File: src/rtl/deco_2to4.sv
// Registered binary-to-one-hot (or one-cold) decoder for selects, strobes and demux enables.
// Latency: one cycle from en/in sampled at a rising edge to out/valid.
// Backpressure: none; accepts a new index every cycle, no handshake.
module deco_2to4 #(
   parameter int IN_W       = 2,
   parameter bit ACTIVE_LOW = 1'b0,
   localparam int OUT_W     = 1 << IN_W
) (
   input  logic             clk,
   input  logic             rst,
   input  logic             en,
   input  logic [IN_W-1:0]  in,
   output logic [OUT_W-1:0] out,
   output logic             valid
);

   // Word driven when nothing is selected; XOR with it flips one-hot into one-cold.
   localparam logic [OUT_W-1:0] INACTIVE = {OUT_W{ACTIVE_LOW}};

   // Widths beyond 6 give an impractically wide output; zero width makes no sense.
   if (IN_W < 1 || IN_W > 6) begin : g_bad_in_w
      $error("deco_2to4: IN_W must be in 1..6");
   end

   logic [OUT_W-1:0] one_hot;
   logic [OUT_W-1:0] decoded;

   // Binary index to one-hot, then apply output polarity.
   always_comb begin
      one_hot     = '0;
      one_hot[in] = 1'b1;
      decoded     = one_hot ^ INACTIVE;
   end

   // Output registers: reset wins, a disabled cycle drives the inactive word.
   always_ff @(posedge clk) begin
      if (rst) begin
         out   <= INACTIVE;
         valid <= 1'b0;
      end else if (en) begin
         out   <= decoded;
         valid <= 1'b1;
      end else begin
         out   <= INACTIVE;
         valid <= 1'b0;
      end
   end

endmodule

File: config.mk
export PLATFORM = sky130hd
export DESIGN_NAME = deco_2to4
export DESIGN_NICKNAME = d
export VERILOG_FILES = /design/src/rtl/deco_2to4.sv
export SDC_FILE = /design/constraint.sdc
export NUM_CORES = 1
export LEC_CHECK = 0
export CELL_PAD_IN_SITES_DETAIL_PLACEMENT = 1
export CELL_PAD_IN_SITES_GLOBAL_PLACEMENT = 2
export CORE_AREA = 2 2 39 41
export DETAILED_ROUTE_END_ITERATION = 10
export DIE_AREA = 0 0 41 43
export PLACE_DENSITY = 0.56
export SLEW_MARGIN = 0
export SYNTH_ARGS = -nofsm -noshare
export SYNTH_HDL_FRONTEND = slang
export SYNTH_SLANG_ARGS = --single-unit
File: constraint.sdc
create_clock -name clk -period 0.8 [get_ports clk]
set_input_delay 0.16 -clock clk [delete_from_list [all_inputs] [get_ports clk]]
set_output_delay 0.16 -clock clk [all_outputs]
set_load 0.03 [all_outputs]
==> impl_metrics.env <==
export IMPL_outcome="finished with violations"
export IMPL_violations="negative setup slack"
export IMPL_clk_pin_slew_ns=0.04
export IMPL_area_growth_pct=102.5
export IMPL_dieArea_um2=1763
export IMPL_ant_nets=0
export IMPL_hold_class="input port to register"
export IMPL_die_w_um=41
export IMPL_seq_area_um2=106.4
export IMPL_antenna_cells=0
export IMPL_path_delay_family="flip-flops"
export IMPL_multi_input_area_um2=56.30
export IMPL_synthTopCellsByArea="dfxtp_1 (67%), and4bb_2 (17%), and4b_1 (6.7%)"
export IMPL_syn_avg_cell_area_um2=15.01
export IMPL_yosys_register_bits=5
export IMPL_hold_viol=0
export IMPL_slew_headroom_pct=86.68
export IMPL_grt_util_all_layers_pct=4.905
export IMPL_clockRootBuffer="clkbuf_4"
export IMPL_cellLeakagePower_nw=0.1238
export IMPL_slew_viol_final=0
export IMPL_die_h_um=43
export IMPL_grt_pass1_wl_um=489
export IMPL_grt_pass1_vias=150
export IMPL_path_max_fanout=1
export IMPL_finalSetupTns_ns=-0.2021
export IMPL_rows=14
export IMPL_design_area_um2=304.0
export IMPL_drive_above_1_share_pct=69.57
export IMPL_cp_end_kind="primary output"
export IMPL_drt_initial_drc_count=0
export IMPL_pin_count=10
export IMPL_vias=138
export IMPL_io_buffer_count=9
export IMPL_crit_type="register to primary output"
export IMPL_antenna_found_initial=0
export IMPL_async_flop_share_pct=0
export IMPL_period_share_pct=105.3
export IMPL_routabilityCongestion=0.5397
export IMPL_placed_area_um2=247.7
export IMPL_coreArea_um2=1384
export IMPL_synth_edf_count=0
export IMPL_worstMarginPinSlew_ns=0.1993
export IMPL_fmax_mhz=1187
export IMPL_required_ns=0.64
export IMPL_cap_viol_max_count=0
export IMPL_vdd_ir_drop_max_v=0.0002474
export IMPL_yosysSeqAreaShare_pct=66.67
export IMPL_power_density_nw_per_um2=2075
export IMPL_cts_tree="done"
export IMPL_fin_util_pct=21.97
export IMPL_cp_depth=1
export IMPL_netlist_area_um2=150.1
export IMPL_grt_overflow=0
export IMPL_yosys_top_cells_count="dfxtp_1 (5), and4bb_2 (2), and4b_1 (1), nor2b_1 (1), nor4b_1 (1)"
export IMPL_arrival_ns=0.68
export IMPL_cts_buffer_depth=2
export IMPL_worstSetupStartpointType="register"
export IMPL_start_util_pct=10.85
export IMPL_grt_max_degree=6
export IMPL_total_power_uw=631.0
export IMPL_synth_top_area_share_pct=66.67
export IMPL_drc=0
export IMPL_yosysMostFrequentCell="dfxtp_1"
export IMPL_holdPathStages=2
export IMPL_clock_sinks=5
export IMPL_slowest_stage="dfxtp_2"
export IMPL_cp_cell_sequence="buf_6"
export IMPL_period_minus_slack_ns=0.8423
export IMPL_setup_violations_final=5
export IMPL_synth_warnings=0
export IMPL_synth_flop_cell="dfxtp_1"
export IMPL_h_tree_depth=1
export IMPL_cts_buffers=3
export IMPL_final_nets=29
export IMPL_yosysUniqueCellTypes=5
export IMPL_rsz0062_at_grt="true"
export IMPL_wl_um=315
export IMPL_synth_fp_nets=15
export IMPL_yosys_area_top_type="dfxtp_1"
export IMPL_syn_inst=10
export IMPL_critPathMaxStageDelay_ns=0.31
export IMPL_vias_per_cell=3.538
export IMPL_wl_per_cell_um=8.077
export IMPL_fin_ws_ns=-0.04232
export IMPL_cp_buffers_inverters=1
export IMPL_drt_first_pass_iters=1
export IMPL_fill_cells=158
stage by stage:
| stage | setup WS (ns) | hold slack, ns | std cells |
|---|---|---|---|
| finish | -0.04232 | 0.2975 | 39 |
| global route | -0.06952 | 0.3063 | 39 |
| CTS | -0.04935 | 0.2993 | 39 |
| detailed placement | -0.2700 | 0.5920 | 35 |
| global placement | -0.2569 | 0.5896 | 35 |
| floorplan | 0.1807 | 0.2316 | 10 |
cell families (layout without fill, tap and decap cells):
| family | count (synthesis) | in the layout | synth area share [%] |
|---|---|---|---|
| simple gates | 5 | 5 | 33.33 |
| flops | 5 | 5 | 66.67 |
| buf+inv | 0 | 13 | 0 |
final timing paths:
check	start	end	slack [ns]
max	out[1]$_SDFF_PP0_	out[1]	-0.04
min	rst	valid$_SDFF_PP0_	0.30
sequential cells by signal, indices dropped and copies added (netlist names):
register and flops:
out 4, valid 1
layer usage:
layer	vias up	track usage [%]	wire length, um
li1	63	-	-
met2	10	7.500	172
met3	3	3.141	32
met1	62	2.229	87
met5	-	0	0
met4	0	8.000	23
power by group:
group	total (mW)	switching, mW	internal, mW
Sequential	0.263	0.00340	0.260
Combinational	0.0696	0.0308	0.0387
Clock	0.298	0.109	0.189
Total	0.631	0.144	0.487
layout make-up:
type | instances | share of cell area, %
sequential | 5 | 34.98
timing repair buffer | 9 | 31.28
multi-input combinational | 5 | 18.52
clock buffer | 4 | 8.642
tap | 16 | 6.584
cells in the final DEF (no fill, tap or decap):
| master | n |
|---|---|
| dfxtp_2 | 5 |
| and4bb_2 | 2 |
| clkdlybuf4s50_1 | 3 |
| nor2b_1 | 1 |
| nor4b_2 | 1 |
| and4b_1 | 1 |
| clkbuf_1 | 1 |
| dlygate4sd2_1 | 1 |
| clkbuf_4 | 3 |
| buf_6 | 5 |
repair_timing:
action | 4_1_cts | 5_1_grt
setup buffers | 0 | 0
endpoints found under the setup margin | 6 | 5
hold buffers | 0 | 0
gates cloned | 0 | 0
resized for setup | 12 | 0
No activity file was read; power rests on OpenSTA's default activity.
==> variant 1, RTL diff (same flow settings) <==
Change the parameter `IN_W` from 2 to 3.
--- a/src/rtl/deco_2to4.sv
+++ b/src/rtl/deco_2to4.sv
@@ -3,5 +3,5 @@
 // Backpressure: none; accepts a new index every cycle, no handshake.
 module deco_2to4 #(
-   parameter int IN_W       = 2,
+   parameter int IN_W       = 3,
    parameter bit ACTIVE_LOW = 1'b0,
    localparam int OUT_W     = 1 << IN_W
Interface: changed (resized in and out); port bits go from 10 to 15. The function was not compared with the original's and may differ.
==> variant 1 against the unedited design <==
The run still ends with setup timing left; sequential cell count grew 4; die area stayed put; non-clock buffer count grew 6; worst setup slack got worse by 0.035 ns; synthesized area grew 72%; wire length rose by 76%; power up 44%; count of clock-buffer cells in the layout stayed put; design area increased by 57%; via count up 62%; clock power rose by 20%; critical endpoint is now out[3]; highest routed layer unchanged.
==> variant 1: results (changes against the unedited design) <==
stage	metric	value	unit	change
route	final wirelength	554	um	was 315 um
global_route	Total GRT Usage	0.0905		was 0.0490
pwr	Seq group	0.463	mW	was 0.263 mW
pwr	Leakage Power	0.218	nW	was 0.124 nW
route	post-DR vias/cell	3.84		was 3.54
placement	DP Cell Count	54		was 35
pwr	Clock net power	0.357	mW	was 0.298 mW
synth	Commonest cells post-synth	dfxtp_1 (9), nor2_1 (6), nand2b_1 (2)		was dfxtp_1 (5), and4bb_2 (2), and4b_1 (1), nor2b_1 (1), nor4b_1 (1)
worst_hold_path	Hold EP	out[0]		was valid
worst_hold_path	hold_sp	in[0]		was rst
pwr	switch share	0.234		was 0.228
global_route	vias in the first global route	221		was 150
sta	worst hold slack	0.168	ns	was 0.297 ns
setup_path	Critical Path End	out[3]		was out[1]
sta	final setup vio count	9		was 5
cells_and_area	leading registers by flop count	out: 8 flops, valid: 1 flops		was out: 4 flops, valid: 1 flops
setup_path	Setup crit start	out[3]		was out[1]
route	DR iter-0 viols	2		was 0
setup_path	Worst Path Arrival	0.72	ns	was 0.68 ns
global_route	initial antenna violation count	0		unchanged
sta	setup total negative slack	-0.598	ns	was -0.202 ns
cells_and_area	post-route insts no fill	58		was 39
placement	routability cong.	0.709		was 0.540
pwr	Internal Dissipation	0.697	mW	was 0.487 mW
setup_path	max incr delay on CP	0.33	ns	was 0.31 ns
placement	Placement Cell Area	404	um2	was 248 um2
sta	setup slack after layout	-0.0770	ns	was -0.0423 ns
pwr	Max VDD drop	0.000509	V	was 0.000247 V
synth	cells after synthesis	23		was 10
synth	Synth Net Count	29		was 15
placement	dpl hpwl	435	um	
sta	slew margin rel.	0.874		was 0.867
global_route	first-pass GRT wire length	924	um	was 489 um
placement	Setup WS pre-CTS	-0.443	ns	was -0.270 ns
sta	final hold viol count	0		unchanged
run_status	failing checks	setup timing		unchanged
synth	Yosys cell types	9		was 5
run_status	outcome	complete, but fails checks		unchanged
synth	post-synthesis sequential area ratio	0.696		was 0.667
cells_and_area	layout cells sized above 1	0.571		was 0.696
[variant 1: changes by cell type after synthesis, sizes merged]
cell,unedited run,this run
dfxtp,5,9
nor3,0,2
nand2,0,1
nand3b,0,1
nand2b,0,2
nor2,0,6
nor4b,1,0
or3b,0,1
and4b,1,0
and4bb,2,0
[variant 1: kinds of logic after synthesis]
kind of cell	Yosys count	share of synthesized area
flops	9	0.696
simple gates	14	0.304
[variant 1: layout make-up]
cell class,instances,area (um2)
Sequential cell,9,191
Clock buffer,4,26.3
Timing Repair Buffer,15,160
Fill cell,159,907
Multi-Input combinational cell,14,78.8
Tap cell,16,20.0
[variant 1: metal layers]
layer / up-vias / track usage / wire, um
met5: - / 0 / 0
met4: 0 / 0.100 / 32
met3: 3 / 0.0628 / 46
met2: 13 / 0.103 / 251
met1: 97 / 0.0971 / 223
li1: 110 / - / -
[variant 1: timing repair]
action                                  4_1_cts  5_1_grt
endpoints found under the setup margin       14       15
cloned                                        0        0
resized for setup                            21        2
pin swaps                                     2        2
==> variant 2, RTL diff (same settings) <==
Made on the original files. Reset style: asynchronous (`rst`), changed in one clocked block.
--- a/src/rtl/deco_2to4.sv
+++ b/src/rtl/deco_2to4.sv
@@ -34,5 +34,5 @@
 
    // Output registers: reset wins, a disabled cycle drives the inactive word.
-   always_ff @(posedge clk) begin
+   always_ff @(posedge clk or posedge rst) begin
       if (rst) begin
          out   <= INACTIVE;
Behaviour: differs if rst is asserted again (counterexample within 4 cycles, from zero or initial values and one cycle with rst high); with rst held inactive, the same outputs for 10 cycles.
==> variant 2 against the unedited design <==
The run still ends with setup timing left; final cell count stayed put; worst setup slack lost 0.060 ns; synthesized area increased by 11%; first-iteration DRC count grew 1; wire length down 5.1%; combinational power up 18%; power is 0.55% higher; sequential cell count did not move; count of clock-buffer cells in the layout stayed put; global-route usage decreased by 0.36 points; design area grew 1.6%; critical path type unchanged.
==> variant 2: results (changes against the unedited design) <==
stage	metric	value	unit	change
synth	Synth Net Count	15		unchanged
cts	H-tree levels	1		unchanged
run_status	outcome	complete, but fails checks		unchanged
sta	pin slew with the least headroom to its limit	0.172	ns	was 0.199 ns
setup_path	max incr delay on CP	0.37	ns	was 0.31 ns
synth	XOR/XNOR share of the synthesized area	0		unchanged
pwr	Comb. pwr	0.0822	mW	was 0.0696 mW
placement	dpl hpwl	238	um	
pwr	Leakage Power	0.154	nW	was 0.124 nW
global_route	grt met1 use	0.0459		was 0.0223
pwr	Max VDD drop	0.000491	V	was 0.000247 V
route	post-DR vias/cell	3.08		was 3.54
pwr	clock share of power	0.447		was 0.473
placement	Setup WS pre-CTS	-0.201	ns	was -0.270 ns
setup_path	Setup crit start	out[0]		was out[1]
global_route	first-pass GRT wire length	455	um	was 489 um
synth	Commonest cells post-synth	dfrtp_1 (5), and3b_1 (2), and3_2 (1), inv_1 (1), nor3b_2 (1)		was dfxtp_1 (5), and4bb_2 (2), and4b_1 (1), nor2b_1 (1), nor4b_1 (1)
setup_path	Slowest-stage cell, CP	dfrtp_1		was dfxtp_2
worst_hold_path	Hold/Removal Path Class	input pin to async pin		was input pin to register
cells_and_area	layout cells sized above 1	0.435		was 0.696
placement	Port Buffer Count	9		unchanged
sta	setup slack after layout	-0.102	ns	was -0.0423 ns
global_route	GR Util met2	0.0500		was 0.0750
route	met2 WL	127	um	was 172 um
setup_path	cell family with most CP delay	flip-flops		unchanged
sta	final setup vio count	5		unchanged
pwr	Combinational Power Share	0.130		was 0.110
synth	Async S/R FF share, synth	1.00		was 0
pwr	Internal Dissipation	0.496	mW	was 0.487 mW
placement	routability cong.	0.545		was 0.540
route	DR iter-0 viols	1		was 0
route	final wirelength	299	um	was 315 um
route	Max Used Layer	met4		unchanged
cts	total CTS buffers	3		unchanged
route	DRT Pass-1 Iters	2		was 1
synth	Synth area leaders	dfrtp_1 (75%), and3b_1 (11%), nor3b_2 (7.5%)		was dfxtp_1 (67%), and4bb_2 (17%), and4b_1 (6.7%)
synth	post-synthesis sequential area ratio	0.752		was 0.667
global_route	vias in the first global route	116		was 150
route	wire length per cell	7.67	um	was 8.08 um
route	WL met3	25	um	was 32 um
global_route	Total GRT Usage	0.0455		was 0.0490
cts	clock transition at the registers of the reported paths	0.04	ns	about the same
route	metal1 wirelength	129	um	was 87 um
run_status	failing checks	setup timing		unchanged
cts	clk root buf	clkbuf_4		unchanged
setup_path	Worst Path Arrival	0.74	ns	was 0.68 ns
[variant 2: layout make-up]
type | count | area [um2]
inverter | 1 | 3.75
fill | 155 | 1070
clock buffer | 4 | 26.3
sequential | 5 | 125
timing repair buffer | 9 | 96.3
tap | 16 | 20.0
multi-input combinational | 4 | 37.5
[variant 2: cell families (layout without fill, tap and decap cells)]
| kind of cell | Yosys count | count (layout) |
|---|---|---|
| and+or+nand+nor | 4 | 4 |
| buffers and inverters | 1 | 14 |
| DFF | 5 | 5 |
[variant 2: final timing paths]
check                      endpoint  slack [ns]  depth (start not counted)
setup / recovery             out[0]       -0.10                          1
max in group asynchronous    out[1]        0.53                          2
hold / removal               out[3]        0.11                          2
min in group clk              valid        0.46                          1
[variant 2: repair_timing]
action | CTS | global route
setup endpoints to repair | 5 | 5
resized for setup | 5 | 0
setup buffers | 0 | 0
[variant 2: stage by stage]
step	cell area, um2	setup TNS (ns)
floorplan	166	0
global placement	264	-0.715
detailed placement	264	-0.735
CTS	309	-0.550
global route	309	-0.629
finish	309	-0.492
